$ cat src/rtl/uart_pkg.sv
// Shared UART constants (also used by the uart_tx/uart_rx benches) and the
// state encoding of the TX arbiter FSM.
package uart_pkg;

    localparam int SYS_CLOCK              = 50000000;
    localparam int UART_BAUDRATE          = 115200;
    localparam int DEFAULT_TIMEOUT_CYCLES = 8192;

    typedef enum logic [1:0] {
        IDLE      = 2'd0,
        LAUNCH    = 2'd1,
        WAIT_DONE = 2'd2
    } arb_state_e;

endpackage

$ cat src/rtl/rr_arbiter.sv
// Combinational round-robin picker: first set request at or above ptr_i,
// wrapping from NUM_REQ-1 back to 0. Grant is one-hot, idx_o its index.
module rr_arbiter #(
    parameter int NUM_REQ = 4,
    parameter int PTR_W   = $clog2(NUM_REQ)
) (
    input  logic [NUM_REQ-1:0] req_i,
    input  logic [PTR_W-1:0]   ptr_i,
    output logic [NUM_REQ-1:0] grant_o,
    output logic [PTR_W-1:0]   idx_o,
    output logic               valid_o
);

    int k;

    always_comb begin
        grant_o = '0;
        idx_o   = '0;
        valid_o = 1'b0;
        k       = 0;
        for (int i = 0; i < NUM_REQ; i++) begin
            // Explicit wrap so non-power-of-two NUM_REQ never overflows into unused slots.
            k = int'(ptr_i) + i;
            if (k >= NUM_REQ) begin
                k = k - NUM_REQ;
            end
            if (!valid_o && req_i[k]) begin
                valid_o    = 1'b1;
                grant_o[k] = 1'b1;
                idx_o      = PTR_W'(k);
            end
        end
    end

endmodule

$ cat src/rtl/uart_tx_arbiter.sv
// Round-robin sharing of one uart_tx between NUM_REQ byte producers.
// Optional watchdog on the uart_tx done: define UART_TX_ARBITER_TIMEOUT_EN.
//
// Handshake: a producer holds i_ReqValid[k] (with its byte) until o_ReqAck[k]
// pulses; the byte is captured at grant, so later changes or an early drop
// of valid do not affect the frame in flight. Toward uart_tx, o_TxValid is a
// single-cycle launch strobe and i_TxDone is only honoured in WAIT_DONE.
module uart_tx_arbiter
    import uart_pkg::*;
#(
    parameter int NUM_REQ = 4
`ifdef UART_TX_ARBITER_TIMEOUT_EN
    ,
    parameter int TIMEOUT_CYCLES = DEFAULT_TIMEOUT_CYCLES
`endif
) (
    input  logic                 i_SysClock,
    input  logic                 i_Reset,
    input  logic [NUM_REQ-1:0]   i_ReqValid,
    input  logic [8*NUM_REQ-1:0] i_ReqByte,
    output logic [NUM_REQ-1:0]   o_ReqAck,
    output logic [NUM_REQ-1:0]   o_Grant,
    output logic                 o_Busy,
    output logic                 o_Timeout,
    output logic                 o_TxValid,
    output logic [7:0]           o_TxByte,
    input  logic                 i_TxDone,
    output logic [1:0]           o_DbgState
);

    localparam int PTR_W = $clog2(NUM_REQ);

    arb_state_e           state_q, state_d;
    logic [PTR_W-1:0]     ptr_q, ptr_d;
    logic [NUM_REQ-1:0]   grant_q, grant_d;
    logic [NUM_REQ-1:0]   ack_q, ack_d;
    logic [7:0]           byte_q, byte_d;
    logic                 timeout_q, timeout_d;

    logic [NUM_REQ-1:0]   arb_grant;
    logic [PTR_W-1:0]     arb_idx;
    logic                 arb_valid;

`ifdef UART_TX_ARBITER_TIMEOUT_EN
    logic [15:0]          cnt_q, cnt_d;
`endif

    rr_arbiter #(
        .NUM_REQ (NUM_REQ),
        .PTR_W   (PTR_W)
    ) u_rr (
        .req_i   (i_ReqValid),
        .ptr_i   (ptr_q),
        .grant_o (arb_grant),
        .idx_o   (arb_idx),
        .valid_o (arb_valid)
    );

    always_comb begin
        state_d   = state_q;
        ptr_d     = ptr_q;
        grant_d   = grant_q;
        byte_d    = byte_q;
        ack_d     = '0;
        timeout_d = 1'b0;
`ifdef UART_TX_ARBITER_TIMEOUT_EN
        cnt_d     = cnt_q;
`endif
        case (state_q)
            IDLE: begin
                if (arb_valid) begin
                    state_d = LAUNCH;
                    grant_d = arb_grant;
                    byte_d  = i_ReqByte[8*arb_idx +: 8];
                    ptr_d   = (arb_idx == PTR_W'(NUM_REQ-1)) ? '0 : arb_idx + 1'b1;
                end
            end
            LAUNCH: begin
                state_d = WAIT_DONE;
`ifdef UART_TX_ARBITER_TIMEOUT_EN
                cnt_d   = '0;
`endif
            end
            WAIT_DONE: begin
                // A done that coincides with the watchdog limit wins: normal completion.
                if (i_TxDone) begin
                    ack_d   = grant_q;
                    grant_d = '0;
                    state_d = IDLE;
                end
`ifdef UART_TX_ARBITER_TIMEOUT_EN
                else if (cnt_q == 16'(TIMEOUT_CYCLES-1)) begin
                    ack_d     = grant_q;
                    grant_d   = '0;
                    timeout_d = 1'b1;
                    state_d   = IDLE;
                end else begin
                    cnt_d = cnt_q + 16'd1;
                end
`endif
            end
            default: begin
                state_d = IDLE;
            end
        endcase
    end

    always_ff @(posedge i_SysClock or posedge i_Reset) begin
        if (i_Reset) begin
            state_q   <= IDLE;
            ptr_q     <= '0;
            grant_q   <= '0;
            ack_q     <= '0;
            byte_q    <= '0;
            timeout_q <= 1'b0;
`ifdef UART_TX_ARBITER_TIMEOUT_EN
            cnt_q     <= '0;
`endif
        end else begin
            state_q   <= state_d;
            ptr_q     <= ptr_d;
            grant_q   <= grant_d;
            ack_q     <= ack_d;
            byte_q    <= byte_d;
            timeout_q <= timeout_d;
`ifdef UART_TX_ARBITER_TIMEOUT_EN
            cnt_q     <= cnt_d;
`endif
        end
    end

`ifndef UART_TX_ARBITER_TIMEOUT_EN
    // Without the watchdog timeout_d is constantly 0, so timeout_q stays at reset value.
`endif

    assign o_ReqAck   = ack_q;
    assign o_Grant    = grant_q;
    assign o_Busy     = (state_q != IDLE);
    assign o_Timeout  = timeout_q;
    assign o_TxValid  = (state_q == LAUNCH);
    assign o_TxByte   = byte_q;
    assign o_DbgState = state_q;

endmodule

$ cat config.mk
export PLATFORM = sky130hd
export DESIGN_NAME = uart_tx_arbiter
export DESIGN_NICKNAME = d
export VERILOG_FILES = /design/src/rtl/uart_pkg.sv /design/src/rtl/rr_arbiter.sv /design/src/rtl/uart_tx_arbiter.sv
export SDC_FILE = /design/constraint.sdc
export NUM_CORES = 1
export LEC_CHECK = 0
export CORE_ASPECT_RATIO = 1.1
export CORE_UTILIZATION = 49
export CTS_CLUSTER_DIAMETER = 60
export DETAILED_ROUTE_END_ITERATION = 7
export GPL_ROUTABILITY_DRIVEN = 0
export HOLD_SLACK_MARGIN = 0.08
export MAX_ROUTING_LAYER = met4
export PLACE_DENSITY = 0.86
export SYNTH_ARGS = -nofsm -noshare
export SYNTH_HDL_FRONTEND = slang
export SYNTH_SLANG_ARGS = --single-unit
$ cat constraint.sdc
create_clock -name i_SysClock -period 4.5 [get_ports i_SysClock]
set_input_delay 0.9 -clock i_SysClock [delete_from_list [all_inputs] [get_ports i_SysClock]]
set_output_delay 0.9 -clock i_SysClock [all_outputs]
set_load 0.03 [all_outputs]
==> impl_metrics.ini, run 1 <==
[sta]
finClkSkew_ns = 0.01491
setup-violations-final = 0
hold_viol_final = 0
drv_slew = 0
period_needed_ns = 3.466
setup_tns_ns = 0
rsz0062_at_grt = no
fmax_ghz = 0.2885
tightest_slew_ns = 0.7695
min_period_over_period = 0.7702
slew_headroom = 0.4865

[clock_tree]
cts_buffers = 3
cts_setup_buffers = 0
htree_levels = 1
ctsHoldBuffers = 0
clk_pin_slew_ns = 0.13
cts_tree = done
clock_latency_ns = 0.32
clockBufferDepth = 2
cts_num_sinks = 20
ctsResizeCount = 0
clock-root-buffer = clkbuf_4

[synth]
ys_warn_count = 0
ys_seq_elements = 20
ys_seq_area_frac = 0.2976
ys_types = 44
synthArstFlopShare = 1.000
netlist_instances = 197
synth_ff_type = dfrtp_1
syn_area_per_cell_sq_um = 8.536
syn-num-nets = 241
syn-cell-area_sq_um = 1682
synth-edff-count = 0

[setup_path]
startpoint = ptr_q[0]
r2r_cells = 8
cp_data_required_time_ns = 4.68
r2r-end = o_TxByte[2]
cp_max_fo = 19
critPathCaptureType = register
crit_path_start_kind = register
r2r-start = ptr_q[0]
ff2ff_setup_slack_ns = 1.03
worstSetupPathType = reg -> reg
crit_path_end = o_TxByte[2]
crit_arrival_ns = 3.65

[run_status]
violations = design-rule violations
outcome = complete, but fails checks

[floorplan]
coreArea_sq_um = 3153
dieArea_sq_um = 3670
fp-row-count = 21
initial_core_util = 0.5333
fp.dieH_um = 63.44
die_w_um = 57.86
boundaryPins = 60

[finish]
fin_nets = 288
area_growth_pct = 35.71
num_antenna_cells = 0
fillers = 243
final_area_sq_um = 2282
drive_above_1_share = 0.06996

[drt]
routed_via_density = 6.058
vias = 1678
post_drt_wl_per_cell_um = 15.47
dr.pass1.iters = 6
drcViolationCount = 7
ant_nets = 0
routed_wl_mm = 4.285
drt_iter0_drc = 98

[grt]
globalRouteTotalUtil = 0.2431
grt_pass1_vias = 1491
grt_use_met3 = 0.03491
grtUsageMet2 = 0.3779
grt_pass1_wl_mm = 6.886
grt.overflow.total = 0
antenna_found_initial = 0
grt_start_max_net_pins = 21
grt.busiest_layer = met2
grt_use_met1 = 0.3273

[power_and_ir_drop]
p_per_area_nw_per_um2 = 732.2
peakVddDrop_v = 0.0003802
fin_total_pwr_mw = 1.671
leakage_nw = 0.9569

[min_path]
worstHoldPathType = reg -> reg

[place]
post_dp_cell_area_sq_um = 2230
dp_hpwl_mm = 3.106
numPortBuffers = 58

[flow_run]
maxCapViolCount = 0
[per-stage QoR]
stage                     worst slack [ns]  hold WS, ns  cells  utilization
after floorplan                      1.491       0.6678    197            -
after global placement               1.121       0.4675    273       0.7071
after detailed placement             1.061       0.4783    273       0.7071
after CTS                            1.073       0.5092    277       0.7238
after global routing                0.8165       0.5326    277       0.7238
final                                1.034       0.5102    277       0.7238
[kinds of logic (layout without fill, tap and decap cells)]
family                   after synthesis  in the layout  share of synthesized area
AO/OA/AOI/OAI                         68             68                     0.2813
XOR/XNOR                               2              2                    0.01042
adder cells (fa/ha/maj)                5              5                    0.03720
buffers and inverters                 31             77                    0.08259
flip-flops                            20             20                     0.2976
multiplexers                          15             15                     0.1049
other                                  1              1                   0.002230
AND/OR/NAND/NOR                       55             55                     0.1838
[registers in the layout (all words and copies together), names as in the netlist]
register / count
o_TxByte: 8
o_ReqAck: 4
ptr_q: 2
o_Grant: 4
o_DbgState: 2
[placed cells by master (no fill, tap or decap), types with 2 or more instances in the layout]
| master | instances |
|---|---|
| nor2_1 | 8 |
| inv_1 | 13 |
| o21ai_0 | 16 |
| or2_2 | 3 |
| dfrtp_1 | 20 |
| nand2b_1 | 2 |
| mux4_2 | 2 |
| a22oi_1 | 4 |
| clkdlybuf4s50_1 | 58 |
| o221ai_1 | 8 |
| nand3b_1 | 3 |
| buf_4 | 2 |
| a211oi_1 | 16 |
| a221oi_1 | 4 |
| a21oi_1 | 13 |
| nand3_1 | 12 |
| ha_1 | 5 |
| and2_1 | 4 |
| clkbuf_4 | 3 |
| nand2_1 | 13 |
| mux2i_1 | 12 |
[metal layers]
metal	vias up	part of all wire
met2	83	0.48
met3	7	0.076
li1	822	-
met4	0	0.014
met1	766	0.43
met5	-	0
[cell usage after synthesis, drive strengths merged, types with 2 or more instances]
library cell  instances  share of area
dfrtp                20           0.30
a211oi               16          0.071
o21ai                16          0.048
a21oi                14          0.044
inv                  13          0.029
nand2                13          0.029
mux2i                12          0.071
nand3                12          0.036
clkbuf               11          0.025
nor2                  9          0.030
o221ai                8          0.042
buf                   7          0.029
ha                    5          0.037
a221oi                4          0.021
a22oi                 4          0.018
and2                  4          0.015
nand3b                3          0.013
or2                   3          0.011
mux4                  2          0.027
nand2b                2         0.0074
[worst max-delay path, stage by stage (launching register included)]
cell,delay [ns]
dfrtp_1,0.80
inv_1,0.15
ha_1,0.53
mux4_2,0.63
o21bai_4,0.25
and3_4,0.26
nor2_8,0.25
mux2i_1,0.30
o221ai_1,0.15
[worst min path at each step]
stage / startpoint / endpoint / slack [ns] / cells past startpoint
after floorplan: o_TxByte[2] / o_TxByte[2] / 0.67 / 2
after global placement: o_TxByte[5] / o_TxByte[5] / 0.47 / 2
after detailed placement: o_TxByte[5] / o_TxByte[5] / 0.48 / 2
after CTS: o_TxByte[5] / o_TxByte[5] / 0.51 / 2
after global routing: o_TxByte[4] / o_TxByte[4] / 0.53 / 2
final: o_TxByte[1] / o_TxByte[1] / 0.51 / 2
[power breakdown]
group	total (mW)	switching, mW	internal, mW
clock network	0.151	0.0612	0.0900
logic	1.19	0.686	0.503
registers	0.331	0.0803	0.250
total	1.67	0.828	0.843
[final cells by class]
cell class	instances	area [sq um]	area share
well taps	34	42.54	0.01864
repair buffers	60	595.6	0.2610
clock inverters	1	30.03	0.01316
flip-flops and latches	20	500.5	0.2193
inverters	13	48.80	0.02138
clock buffers	3	22.52	0.009868
multi-input cells	146	1042	0.4567
Note: power is estimated with default switching activity, not from simulation.
==> run 2, diff against run 1 <==
--- a/config.mk
+++ b/config.mk
@@ -6,13 +6,13 @@
 export NUM_CORES = 1
 export LEC_CHECK = 0
 export CORE_ASPECT_RATIO = 1.1
-export CORE_UTILIZATION = 49
+export CORE_UTILIZATION = 45
 export CTS_CLUSTER_DIAMETER = 60
 export DETAILED_ROUTE_END_ITERATION = 7
 export GPL_ROUTABILITY_DRIVEN = 0
 export HOLD_SLACK_MARGIN = 0.08
 export MAX_ROUTING_LAYER = met4
-export PLACE_DENSITY = 0.86
+export PLACE_DENSITY = 0.8
 export SYNTH_ARGS = -nofsm -noshare
 export SYNTH_HDL_FRONTEND = slang
 export SYNTH_SLANG_ARGS = --single-unit
==> constraint.sdc (replaced) <==
create_clock -name i_SysClock -period 3.23 [get_ports i_SysClock]
set_input_delay 0.646 -clock i_SysClock [delete_from_list [all_inputs] [get_ports i_SysClock]]
set_output_delay 0.646 -clock i_SysClock [all_outputs]
set_load 0.03 [all_outputs]
==> impl_metrics.ini, run 2 (synthesis gave the netlist of run 1 again) <==
[finish]
largest_reg_flops = 8
drive_above_1_share = 0.1102
final_area_sq_um = 2382
num_antenna_cells = 0
area_growth_pct = 41.67
mostFrequentLayoutCells = clkdlybuf4s50_1, dfrtp_1, o21ai_0, a211oi_1
fin_nets = 299
fillers = 273
final_cells = 302
final_common_cell = clkdlybuf4s50_1

[sta]
hold_viol_final = 0
setup-violations-final = 0
fmax_ghz = 0.3820
drv_slew = 0
fin_hold_ws_ns = 0.5120
min_period_over_period = 0.8105
period_needed_ns = 2.618
finClkSkew_ns = 0.003202
rsz0062_at_grt = no
slew_headroom = 0.4907
tightest_slew_ns = 0.7632
setup_tns_ns = 0

[setup_path]
critPathCaptureType = register
cp_slowest_cell = mux4_2
r2r-end = o_TxByte[7]
crit_chain = clkdlybuf4s50_1 -> mux4_2 -> and2b_1 -> o21ai_0 -> a21oi_1 -> a211oi_1 -> o221ai_1
r2r_cells = 8
cp_data_required_time_ns = 3.41
max_stage_delay_ns = 0.55
cp_max_fo = 12
worstSetupPathType = in -> reg
ff2ff_setup_slack_ns = 0.70
crit_arrival_ns = 2.80
crit_path_start_kind = input pin
crit_path_end = o_TxByte[2]
r2r-start = ptr_q[1]
startpoint = i_ReqValid[1]

[clock_tree]
clockBufferDepth = 2
htree_levels = 1
clk_pin_slew_ns = 0.13
ctsResizeCount = 0
cts_tree = done
cts_setup_buffers = 0
cts_buffers = 3
clock_latency_ns = 0.30
ctsHoldBuffers = 0
clock-root-buffer = clkbuf_4
cts_num_sinks = 20

[min_path]
worstHoldPathType = reg -> reg

[floorplan]
initial_core_util = 0.4887
boundaryPins = 60
coreArea_sq_um = 3441
fp-row-count = 22
die_w_um = 60.29
dieArea_sq_um = 3986
fp.dieH_um = 66.12

[drt]
dr.pass1.iters = 4
ant_nets = 0
vias = 1725
drt_iter0_drc = 75
drcViolationCount = 0
routed_wl_mm = 4.564
post_drt_wl_per_cell_um = 15.11
routed_via_density = 5.712

[grt]
grt.overflow.total = 0
grt_start_max_net_pins = 21
grt_pass1_wl_mm = 7.251
globalRouteTotalUtil = 0.2460
grt_pass1_vias = 1569
antenna_found_initial = 0

[place]
dpl.cell_count = 298
numPortBuffers = 58
post_dp_cell_area_sq_um = 2330
dp_hpwl_mm = 3.409

[power_and_ir_drop]
p_per_area_nw_per_um2 = 1017
leakage_nw = 1.009
peakVddDrop_v = 0.0005928

[flow_run]
maxCapViolCount = 0

[run_status]
outcome = completed
-- run 2: metrics by stage --
| step | util | power, mW | setup slack (ns) |
|---|---|---|---|
| floorplan | - | 1.690 | 0.2206 |
| global placement | 0.6771 | 2.177 | 0.3618 |
| detailed placement | 0.6771 | 2.211 | 0.3409 |
| CTS | 0.6924 | 2.427 | 0.6338 |
| global route | 0.6924 | 2.604 | 0.4927 |
| finish | 0.6924 | 2.423 | 0.6121 |
-- run 2: cell type report --
type | count | area [sq um] | share of cell area
Multi-Input combinational cell | 146 | 1042 | 0.4375
Timing Repair Buffer | 71 | 678.2 | 0.2847
Sequential cell | 20 | 500.5 | 0.2101
Tap cell | 48 | 60.06 | 0.02521
Inverter | 13 | 48.80 | 0.02048
Clock inverter | 1 | 30.03 | 0.01261
Clock buffer | 3 | 22.52 | 0.009454
-- run 2: worst min path at each step --
stage,from,end,slack [ns],depth (start not counted)
2_1_floorplan,i_Reset,o_DbgState[0],0.61,1
3_3_place_gp,o_TxByte[0],o_TxByte[0],0.47,2
3_5_place_dp,o_TxByte[1],o_TxByte[1],0.48,2
4_1_cts,o_TxByte[1],o_TxByte[1],0.51,2
5_1_grt,o_TxByte[0],o_TxByte[0],0.54,2
6_report,o_TxByte[1],o_TxByte[1],0.51,2
-- run 2: per-layer routing --
layer	global-route usage	wire (um)	part of all wire
met3	0.009785	249	0.055
met4	0.08721	49	0.011
met5	-	0	0
met2	0.3901	2190	0.48
met1	0.3321	2074	0.45
-- run 2: power by group --
group          leakage, nW  internal, mW  switching, mW
Combinational        0.725         0.773           1.03
Clock               0.0279         0.125         0.0865
Sequential           0.257         0.350         0.0607
-- run 2: critical path: cells and delay by family --
| family | cells | cell delay (ns) |
|---|---|---|
| simple gates | 1 | 0.31 |
| mux | 1 | 0.55 |
| buf+inv | 1 | 0.47 |
| compound gates | 4 | 0.82 |
